### src/rtl/usb_fs_bit_recovery.sv
// USB full-speed bit recovery: a DPLL re-phased on every line transition gives a mid-bit
// strobe with the sampled line state, plus SE0 and optional bus-reset detection (USB_BUS_RESET_DET_EN).
module usb_fs_bit_recovery #(
    parameter int OVERSAMPLE       = 4,
    parameter int IDLE_BITS        = 8,
    parameter int RESET_SE0_CYCLES = 120
) (
    input  logic       clk,
    input  logic       reset,
    input  logic       dp_sync,
    input  logic       dn_sync,
    input  logic       edge_i,
    output logic       bit_strobe,
    output logic [1:0] line_state,
    output logic       se0,
    output logic       lock,
    output logic       bus_reset
);

    localparam int PW         = $clog2(OVERSAMPLE);
    localparam int IDLE_LIMIT = IDLE_BITS * OVERSAMPLE - 1;
    localparam int IW         = $clog2(IDLE_LIMIT + 1);

    localparam logic [PW-1:0] SAMPLE_PHASE = PW'(OVERSAMPLE / 2);
    localparam logic [IW-1:0] IDLE_MAX     = IW'(IDLE_LIMIT);

    // An EOP (two bit times of SE0) must never be mistaken for a bus reset.
    if (OVERSAMPLE < 4 || (OVERSAMPLE & (OVERSAMPLE - 1)) != 0) begin : g_bad_oversample
        $error("OVERSAMPLE must be a power of two >= 4");
    end
    if (IDLE_BITS < 8) begin : g_bad_idle_bits
        $error("IDLE_BITS must exceed the bit-stuffing run length of 7");
    end
    if (RESET_SE0_CYCLES <= 2 * OVERSAMPLE) begin : g_bad_reset_cycles
        $error("RESET_SE0_CYCLES must be longer than an EOP");
    end

    logic [PW-1:0] phase_q, phase_d;
    logic [IW-1:0] idle_q, idle_d;
    logic          lock_q, lock_d;
    logic          strobe_q, strobe_d;
    logic [1:0]    line_q, line_d;
    logic          se0_q, se0_d;
    logic          timeout;
    logic          sample;

    // The edge cycle counts as phase 0; a timeout coinciding with an edge loses to the edge.
    always_comb begin
        phase_d  = edge_i ? PW'(1) : phase_q + PW'(1);
        idle_d   = edge_i ? '0 : ((idle_q == IDLE_MAX) ? idle_q : idle_q + IW'(1));
        timeout  = !edge_i && (idle_d == IDLE_MAX);
        lock_d   = edge_i ? 1'b1 : (timeout ? 1'b0 : lock_q);
        sample   = lock_q && !timeout && (phase_q == SAMPLE_PHASE);
        strobe_d = sample;
        line_d   = sample ? {dp_sync, dn_sync} : line_q;
        se0_d    = ~dp_sync & ~dn_sync;
    end

    always_ff @(posedge clk or posedge reset) begin
        if (reset) begin
            phase_q  <= '0;
            idle_q   <= '0;
            lock_q   <= 1'b0;
            strobe_q <= 1'b0;
            line_q   <= 2'b00;
            se0_q    <= 1'b0;
        end else begin
            phase_q  <= phase_d;
            idle_q   <= idle_d;
            lock_q   <= lock_d;
            strobe_q <= strobe_d;
            line_q   <= line_d;
            se0_q    <= se0_d;
        end
    end

`ifdef USB_BUS_RESET_DET_EN
    localparam int SW = $clog2(RESET_SE0_CYCLES + 1);
    localparam logic [SW-1:0] SE0_MAX = SW'(RESET_SE0_CYCLES);

    logic [SW-1:0] se0_cnt_q, se0_cnt_d;

    // Counts the current SE0 run; saturating keeps bus_reset high until SE0 ends.
    always_comb begin
        se0_cnt_d = '0;
        if (se0_d) begin
            se0_cnt_d = (se0_cnt_q == SE0_MAX) ? se0_cnt_q : se0_cnt_q + SW'(1);
        end
    end

    always_ff @(posedge clk or posedge reset) begin
        if (reset) begin
            se0_cnt_q <= '0;
        end else begin
            se0_cnt_q <= se0_cnt_d;
        end
    end

    assign bus_reset = (se0_cnt_q == SE0_MAX);
`else
    assign bus_reset = 1'b0;
`endif

    assign bit_strobe = strobe_q;
    assign line_state = line_q;
    assign se0        = se0_q;
    assign lock       = lock_q;

endmodule

### config.mk
export PLATFORM = sky130hd
export DESIGN_NAME = usb_fs_bit_recovery
export DESIGN_NICKNAME = d
export VERILOG_FILES = /design/src/rtl/usb_fs_bit_recovery.sv
export SDC_FILE = /design/constraint.sdc
export NUM_CORES = 1
export LEC_CHECK = 0
export ABC_AREA = 1
export ABC_CLOCK_PERIOD_IN_PS = 2850
export BUFFER_PORTS_ARGS = -buffer_cell sky130_fd_sc_hd__buf_2
export CAP_MARGIN = 10
export CELL_PAD_IN_SITES_DETAIL_PLACEMENT = 0
export CELL_PAD_IN_SITES_GLOBAL_PLACEMENT = 2
export CORE_MARGIN = 2
export CORE_UTILIZATION = 36
export CTS_BUF_LIST = sky130_fd_sc_hd__clkbuf_8
export CTS_CLUSTER_DIAMETER = 30
export DETAILED_ROUTE_END_ITERATION = 10
export PLACE_DENSITY_LB_ADDON = 0.1
export SYNTH_ARGS = -nofsm -noshare
export SYNTH_HDL_FRONTEND = slang
export SYNTH_SLANG_ARGS = --single-unit
export TNS_END_PERCENT = 5
### constraint.sdc
create_clock -name clk -period 2.85 [get_ports clk]
set_clock_uncertainty 0.15 [all_clocks]
set_input_delay 0.4275 -clock clk [delete_from_list [all_inputs] [get_ports clk]]
set_output_delay 0.4275 -clock clk [all_outputs]
set_load 0.05 [all_outputs]
== Yosys cells after proc, flatten, opt, wreduce, memory -nomap -nowiden ==
Index checks and enable logic that the tools add are counted.
Storage, ports and cells
  word-level logic and storage cells: 25
  register bits after elaboration: 12
Cells by class
  muxes and demuxes: 5
  bitwise gates (word level): 3
  $add $sub $neg: 2
  reduce and logical (&&, ||, !) cells: 6
  equality and inequality tests: 3
Operators by type and width (number)
  $eq 5x5->1 const B: 2
  $mux 5: 2
  $add 5x1->5 const B: 1
  $logic_and 1x1->1: 3
  $add 2x1->2 const B: 1
  $eq 2x2->1 const B: 1
  $logic_not 1->1: 2
  $mux 1: 2
  $mux 2: 1
  $not 1->1: 2
  $reduce_bool 2->1: 1
  $and 1x1->1: 1

== Depth between registers and ports, before layout ==
  depth in word-level cells: 8
  depth in mapped cells: 10
  depth with buffers taken out: 10

== Worst setup path after synthesis ==
Ideal clock, no wire load.
  path kind: register -> register
  start: register idle_q[0]
  end: register line_q[0], in the netlist line_state[0]
  period minus slack after synthesis: 1.538 ns
  arrival time: 1.269 ns
  slack: 1.312 ns
  stages on the path, launching flop included: 10
  data required time: 2.581 ns
  path buffers: 0
  cell sequence: dfrtp_1 -> ha_1 -> nand4_2 -> nand2_1 -> nor2_2 -> nor2_2 -> nand2_2 -> nand3_2 -> nand2_1 -> nand2_1
On the way
  word-level cells in the longest chain between the ends: 8
  elaborated cells on any way between the ends: 9
  those cells by class: add/sub: 1; eq/ne: 2; mux: 2; reduce/logical: 4
Ends and longest elaborated chain
  start, declared: RTL line 39  | logic [IW-1:0] idle_q, idle_d;
  start signal, assigned: RTL line 69  | idle_q <= idle_d;
  $add 5x1->5 / $eq 5x5->1 (equally long branches): RTL line 50  | idle_d = edge_i ? '0 : ((idle_q == IDLE_MAX) ? idle_q : idle_q + IW'(1));
  $mux 5 * (2 in a row): RTL line 50
  $eq 5x5->1 *: RTL line 51  | timeout = !edge_i && (idle_d == IDLE_MAX);
  $logic_and 1x1->1 *: RTL line 51
  $logic_not 1->1 *: RTL line 53  | sample = lock_q && !timeout && (phase_q == SAMPLE_PHASE);
  $logic_and 1x1->1 * (2 in a row): RTL line 53
  end signal, assigned: RTL line 72  | line_q <= line_d;
  end, declared: RTL line 42  | logic [1:0] line_q, line_d;
Every way passes the cells marked *; elsewhere a longest branch is shown, timed or not.
A chain may end at the register's enable or synchronous reset.

== Worst setup path after layout ==
Ends and elaborated chain as after synthesis.

==> Flow_metrics.wiki <==
{| class="wikitable"
! Metric !! Value
|-
| Syn-to-layout area delta || 16.84%
|-
| Kind of critical path || register to register
|-
| Last weighted congestion value of the routability-driven placer || 0.7277
|-
| Half-perimeter wire length after detailed placement || 738.1 µm
|-
| Vias in the first global route || 350
|-
| Root cell of the clock tree || clkbuf_8
|-
| Synthesized cell area || 586.8 µm²
|-
| Fill count || 153
|-
| Outcome || complete, no violations
|-
| Clock-pin slew of the registers on the worst-case setup and hold paths || 0.05 ns
|-
| Remaining routing DRC violations || 0
|-
| Buffers inserted by post-CTS timing repair || 0
|-
| RSZ-0062 raised after global routing || no
|-
| Min Tclk post-route || 1.628 ns
|-
| Logic gate share of total power || 20.5%
|-
| Post-synthesis sequential element count || 12
|-
| Largest family of logic cells by synthesized area || simple AND/OR/NAND/NOR gates
|-
| CTS H-Tree Depth || 1
|-
| Primary flip-flop cell chosen by synthesis mapping || dfrtp_1
|-
| Routed wl met2 || 408 µm
|-
| Top cell types by occurrence after synthesis || nand2_1, dfrtp_1, inv_1
|-
| Standard-cell row count || 14
|-
| Number of flops mapped to enable cells by yosys || 0
|-
| Placeable Area || 1524 µm²
|-
| Kind of path behind the tightest hold check || primary input to async pin
|-
| Yosys Warn Count || 0
|-
| Total leakage power || 0.3790 nW
|-
| Resize count post-CTS || 0
|-
| Die outline width || 44.38 µm
|-
| Count of inserted antenna diode cells || 0
|-
| IO Pins || 11
|-
| First-pass GRT wire length || 1531 µm
|-
| Setup Total Neg Slack || 0 ns
|-
| Critical path endpoint category || register
|-
| Nets in the synthesized netlist || 69
|-
| Routed met3 length || 55 µm
|-
| Fraction of the cycle the final worst path needs || 57.14%
|-
| Via count || 403
|-
| Share of synthesized flip-flops with an asynchronous set or reset || 100.0%
|-
| Most used standard cell by instance count after synthesis || nand2_1
|-
| Biggest area consumer among synthesized cells || dfrtp_1
|-
| Post-synthesis sequential area ratio || 51.17%
|-
| Clock latency on the worst-skew pair || 0.23 ns
|-
| Detailed-route wire length on metal 1 || 458 µm
|-
| Start of the worst register-to-register path || idle_q[0]
|-
| Fmax || 614.1 MHz
|-
| Sw Ratio || 29.33%
|-
| Detailed-route wire length || 936 µm
|-
| DR WL/cell || 10.52 µm
|-
| Maximum number of pins on one net before global-route repair || 13
|-
| Post-synthesis share of cell area spent on full adders, half adders and majority gates || 4.264%
|-
| Mean instance size in the synthesized netlist || 9.465 µm²
|-
| Worst vdd ir || 452.8 µV
|-
| Sum of internal, switching and leakage power || 0.4289 mW
|-
| Sequential cell area || 300.3 µm²
|-
| Area post-placement || 644.4 µm²
|-
| Number of cells traversed by the worst register-to-register path || 9
|-
| Cts hold-fix bufs || 0
|-
| Synth Area in Compound Gates || 2.345%
|-
| Area occupied by multi-input gates || 227.7 µm²
|-
| Initial detailed-routing violation count || 1
|-
| Die boundary height || 44.38 µm
|-
| Final hold violations || 0
|-
| Nature of the critical path startpoint || register
|-
| Fraction of the mapped netlist area in simple logic gates || 30.06%
|-
| Setup slack at placement || 1.239 ns
|-
| Starting utilization of the core area || 38.51%
|-
| Num CTS Buffers || 3
|-
| Design area || 685.7 µm²
|-
| Sum of overflow across all layers after global routing || 0
|-
| Worst setup slack after layout || 1.222 ns
|-
| Overall routing resource usage || 11.41%
|-
| Initial antenna violation count || 0
|-
| First element of the critical path || idle_q[0]
|-
| Arrival time worst endpoint || 1.60 ns
|-
| Routed vias/inst || 4.528
|-
| Sequential share of power || 45.6%
|-
| Die Footprint || 1969 µm²
|-
| Max cap viols || 0
|-
| DRT Pass-1 Iters || 2
|-
| Netlist cell types || 18
|-
| Antenna viol nets, final || 0
|-
| Layout cell share with drive strength beyond 1 || 31.51%
|-
| Final-report max-slew violation count || 0
|-
| Highest routed metal layer || met4
|-
| Highest net fanout along the worst path || 4
|-
| Port buffer count || 9
|-
| Required time of the critical path || 2.82 ns
|-
| Switching power || 0.1258 mW
|-
| Top-area cell type share of the netlist area || 51.17%
|-
| Maximum count of clock buffers along a single path || 2
|-
| P per Cell Area || 625.5 nW/µm²
|-
| Count of mapped cells out of synthesis || 62
|-
| Clock network power share || 33.9%
|-
| Leading post-synthesis cells by cell area || dfrtp_1, nand2_1, inv_1, nand3_2, ha_1
|-
| Total number of nets in the final design || 82
|-
| Setup violations, final || 0
|-
| TritonCTS clock tree || built
|-
| Clock Sinks || 12
|-
| Multiplexer fraction of the synthesized cell area || 0%
|-
| Area share of xor/xnor cells in the synthesized design || 1.493%
|-
| Internal power contribution || 0.3031 mW
|}
[critical path, cell delays in order (launching register included)]
cell     delay [ns]
dfrtp_1        0.40
ha_1           0.26
xnor2_1        0.21
nand2_1        0.07
nand2_1        0.08
nor2_2         0.04
nand2_2        0.10
nand3_2        0.09
nand2_1        0.07
nand2_1        0.04
[layout by cell type, fill, tap and decap left out, types with 2 or more instances in the layout]
master	count
dfrtp_1	12
nand3_2	3
ha_1	2
clkbuf_8	3
nand3_1	3
nand4_1	2
buf_2	9
nand2_1	14
nor2_1	4
nor2_2	4
inv_1	9
[state kept, by name (all words and copies together) (netlist names)]
register	flops
lock	1
bit_strobe	1
idle_q	5
line_state	2
se0	1
phase_q	2
[final timing paths]
kind / slack (ns) / to
max in group asynchronous: 2.19 / lock
max: 1.22 / line_state[0]
min: 0.05 / idle_q[2]
max reg2reg: 1.22 / line_state[0]
min reg2reg: 0.28 / phase_q[0]
min in group clk: 0.20 / se0
[through the flow]
step           hold slack, ns  cells  utilization [%]
2_1_floorplan          0.1422     62                -
3_3_place_gp           0.2731     86            42.28
3_5_place_dp           0.2756     86            42.28
4_1_cts               0.06028     89            44.99
5_1_grt               0.07248     89            44.99
6_report              0.04735     89            44.99
[power by group through the flow]
stage | sequential (mW) | combinational (mW) | clock [mW]
finish | 0.196 | 0.0879 | 0.145
global route | 0.197 | 0.0962 | 0.162
CTS | 0.196 | 0.0894 | 0.151
detailed placement | 0.198 | 0.0891 | 0
global placement | 0.198 | 0.0902 | 0
floorplan | 0.233 | 0.0341 | 0
[area by class of cell]
type / instances / area share, %
inverters: 10 / 7.482
clock buffers: 3 / 6.022
flip-flops and latches: 12 / 43.80
well taps: 16 / 2.920
multi-input cells: 39 / 33.21
repair buffers: 9 / 6.569
[kinds of logic after synthesis]
family	after synthesis
simple gates	33
fa+ha+maj	2
other cells	1
flops	12
xor+xnor	1
buf+inv	11
compound gates	2
[routing by layer]
metal  GRT usage [%]  up-vias
met4           3.636        0
met5               0        -
met3           7.347        2
li1                -      214
met2           16.18        9
met1           14.14      178
(Power assumes the default switching activity.)
